==> src/rtl/vec_mismatch_checker_pkg.sv <==
// Shared types and constants for the vector mismatch checker.
// Field slot indices map each tracker instance to its statistic.
package vec_chk_pkg;

  typedef enum logic [1:0] {
    ST_IDLE = 2'd0,
    ST_RUN  = 2'd1,
    ST_DONE = 2'd2
  } state_e;

  localparam int CNT_W_DEF = 16;
  localparam logic [CNT_W_DEF-1:0] FIRST_NONE = '1;

  // Tracker slots: aggregate first, then one per compared field.
  localparam int NUM_FLD = 4;
  localparam int FLD_ANY = 0;
  localparam int FLD_BW  = 1;
  localparam int FLD_LG  = 2;
  localparam int FLD_NT  = 3;

endpackage

==> src/rtl/vec_field_tracker.sv <==
// Saturating mismatch counter plus timestamp of the first mismatch.
// first captures cyc only while the count is still zero.
module vec_field_tracker
  import vec_chk_pkg::*;
#(
  parameter int CNT_W = CNT_W_DEF
) (
  input  logic             clk,
  input  logic             rst_n,
  input  logic             clr,
  input  logic             hit,
  input  logic [CNT_W-1:0] cyc,
  output logic [CNT_W-1:0] cnt,
  output logic [CNT_W-1:0] first
);

  always_ff @(posedge clk or negedge rst_n) begin
    if (!rst_n) begin
      cnt   <= '0;
      first <= '1;
    end else if (clr) begin
      cnt   <= '0;
      first <= '1;
    end else if (hit) begin
      if (cnt != '1) cnt <= cnt + CNT_W'(1);
      if (cnt == '0) first <= cyc;
    end
  end

endmodule

==> config.mk <==
export PLATFORM = sky130hd
export DESIGN_NAME = vec_field_tracker
export DESIGN_NICKNAME = d
export VERILOG_FILES = /design/src/rtl/vec_mismatch_checker_pkg.sv /design/src/rtl/vec_field_tracker.sv
export SDC_FILE = /design/constraint.sdc
export NUM_CORES = 1
export LEC_CHECK = 0
export ABC_AREA = 1
export BUFFER_PORTS_ARGS = -buffer_cell sky130_fd_sc_hd__buf_2
export CAP_MARGIN = 0
export CORE_ASPECT_RATIO = 1.25
export CORE_MARGIN = 2
export CORE_UTILIZATION = 39
export DETAILED_ROUTE_END_ITERATION = 10
export MAX_ROUTING_LAYER = met4
export PLACE_DENSITY = 0.65
export REMOVE_ABC_BUFFERS = 1
export SLEW_MARGIN = 10
export SYNTH_ARGS = -nofsm -noshare
export SYNTH_HDL_FRONTEND = slang
export SYNTH_SLANG_ARGS = --single-unit
==> constraint.sdc <==
create_clock -name clk -period 4.4 [get_ports clk]
set_clock_uncertainty 0.1 [all_clocks]
set_input_delay 0.22 -clock clk [delete_from_list [all_inputs] [get_ports clk]]
set_output_delay 0.22 -clock clk [all_outputs]
set_load 0.03 [all_outputs]
==> impl_metrics.ini <==
[synthesis]
yosysWarnings = 0
synthSimpleGateAreaFrac_pct = 32.9
avgSynthCellArea_um2 = 7.19
yosysSeqAreaShare_pct = 46.0
yosysTopAreaCell = dfstp_2
netlist_area_mm2 = 0.00178
synth_compound_area_share_pct = 7.86
synth_area_leaders = dfstp_2, dfrtp_1, nand2_1, inv_1, o21ai_0
synthAdderAreaFrac_pct = 1.40
netlist_instances = 248
synth_top_family_by_area = simple AND/OR/NAND/NOR gates
synth_cell_types = 20
synth.mux.area_fraction_pct = 0
synth_top_area_share_pct = 23.6
synth_xor_area_share_pct = 2.46
ys_ff_latch = 32

[die]
die_x_um = 64.5
fp.coreArea_mm2 = 0.00439
die_y_um = 79.6
ios = 52
initial_core_util_pct = 40.6
dieArea_mm2 = 0.00513
rows = 27

[global_route]
grt_max_degree = 33
grt-ovfl-total = 0
grt_usage_pct = 17.8
antenna_found_initial = 0
grt_pass1_vias = 1619
grt_pass1_wl_mm = 6.93

[timing]
fin_crit_sh_pct = 45.5
hold_viol = 0
worst_pin_slew_ns = 0.828
timing.slew.headroom_pct = 44.6
fmax_ghz = 0.500
drv_slew = 0
rsz0062_at_grt = false
period_needed_ns = 2.00
setup_tns_ns = 0
setup_viol = 0

[finish]
diodes = 0
nets = 322
layout-drive-gt1-share_pct = 27.6
syn_to_final_growth_pct = 22.3

[clock_network]
cts_resized = 0
root_buffer = clkbuf_8
cts_buffer_depth = 2
tritoncts = yes
cts_inserted_buffers = 5
clk_latency_ns = 0.28
clk_pin_slew_ns = 0.07
cts-htree-levels = 2
cts_sinks = 32

[critical_path]
critPathTopFamily = simple AND/OR/NAND/NOR gates
arrival_ns = 2.09
cp_slowest_cell = nand2_1
critPathLaunchType = flip-flop
path_cells = inv_1 -> ha_1 -> nand4_1 -> nor2_1 -> nand2_1 -> o21ai_0 -> nand2_1
worstPathRequired_ns = 4.49
worst_path_most_repeated_cell = nand2_1
criticalPathCategory = reg -> reg
crit_buf_inv = 1
worstPathMaxFanout = 32
critPathCaptureType = flip-flop
max_stage_delay_ns = 0.49

[power]
ir_drop_mv = 0.203
power_per_cell_area_mw_per_mm2 = 321
p_total_uw = 701
p_leak_uw = 0.00113

[routing]
post_drt_wl_per_cell_um = 11.2
vias_per_cell = 4.69
dr.pass1.iters = 4
drt_iter0_markers = 112
wirelength_mm = 4.04
routed-via-count = 1684
route.detailed.drc = 0
postRouteAntennaNets = 0

[placement]
dp_hpwl_mm = 2.83
portBuffers = 51
place.gp.congestion = 0.872

[hold_path]
hp-class = in -> reg

[run_status]
run_status = completed

[run]
cap_violations = 0
==> routing by layer <==
| metal | global-route usage (%) | part of all wire [%] | vias to the layer above |
|---|---|---|---|
| met3 | 4.94 | 7.5 | 5 |
| li1 | - | - | 873 |
| met4 | 6.17 | 1.2 | 0 |
| met1 | 20.4 | 44 | 750 |
| met5 | - | 0 | - |
| met2 | 29.9 | 47 | 56 |
==> layout by cell type (no fill, tap or decap), drive strengths merged <==
cell          n
nand3        15
xor2          5
o21ai        27
dfstp        16
nor3          1
buf          51
clkinv        1
dfrtp        16
clkbuf        7
nand2        94
inv          33
ha            2
nor2         25
a21oi         1
nand4         6
dlygate4sd3   1
==> worst paths after layout <==
kind / slack [ns] / cells after the start / end / startpoint
max: 2.40 / 7 / first[1]$_DFFE_PN1P_ / cnt[0]$_DFFE_PN0P_
min: 0.07 / 3 / first[11]$_DFFE_PN1P_ / cyc[11]
max reg2reg: 2.40 / 7 / first[1]$_DFFE_PN1P_ / cnt[0]$_DFFE_PN0P_
min reg2reg: 0.45 / 4 / first[9]$_DFFE_PN1P_ / first[9]$_DFFE_PN1P_
max in group asynchronous: 3.32 / 2 / cnt[6]$_DFFE_PN0P_ / rst_n
min in group asynchronous: 0.43 / 2 / cnt[14]$_DFFE_PN0P_ / rst_n
==> cells by family after synthesis <==
family,after synthesis
simple gates,141
buf+inv,40
flops,32
compound gates,28
xor+xnor,5
fa+ha+maj,2
==> final cells by class <==
class	instances	area, µm²
Fill cell	463	2210
Inverter	33	124
Clock inverter	1	5.00
Sequential cell	32	821
Tap cell	58	72.6
Multi-Input combinational cell	176	796
Timing Repair Buffer	52	265
Clock buffer	7	97.6
==> sequential cells by signal (all words and copies together), names as in the netlist <==
name / count
cnt: 16
first: 16
==> synth_stat cells <==
cell type / n
dfrtp_1: 16
xor2_1: 5
ha_1: 2
clkbuf_1: 4
nand4_1: 6
dfstp_2: 16
inv_1: 31
nor2_2: 2
buf_6: 2
nor3_1: 1
o21ai_1: 10
o21ai_0: 17
buf_2: 1
inv_2: 2
nand2_2: 4
nor2_1: 22
nand3_1: 15
a21oi_1: 1
nor2_4: 1
nand2_1: 90
==> worst min-delay path, stage by stage <==
cell and delay, ns:
buf_2 0.07, o21ai_0 0.07, nand2_1 0.06
==> through the flow <==
stage	std cells	setup WS [ns]	hold WS, ns	instance area (µm²)	util [%]
floorplan	241	2.56	-0.176	1740	-
global placement	350	2.48	0.213	2070	47.1
detailed placement	350	2.41	0.218	2070	47.1
CTS	359	2.37	0.0608	2180	49.7
global route	359	2.15	0.0726	2180	49.7
finish	359	2.40	0.0696	2180	49.7
==> power breakdown <==
group          switching (µW)  leakage [µW]  internal (µW)
registers                10.3      0.000390            319
clock network             109     0.0000534            145
logic                    83.3      0.000689           34.4
total                     203       0.00113            498
==> what timing repair did <==
item | 4_1_cts | 5_1_grt
buffers inserted | 0 | 0
hold endpoints to repair | 16 | 0
hold buffers | 1 | 0
Note: power is estimated with default switching activity, not from simulation.
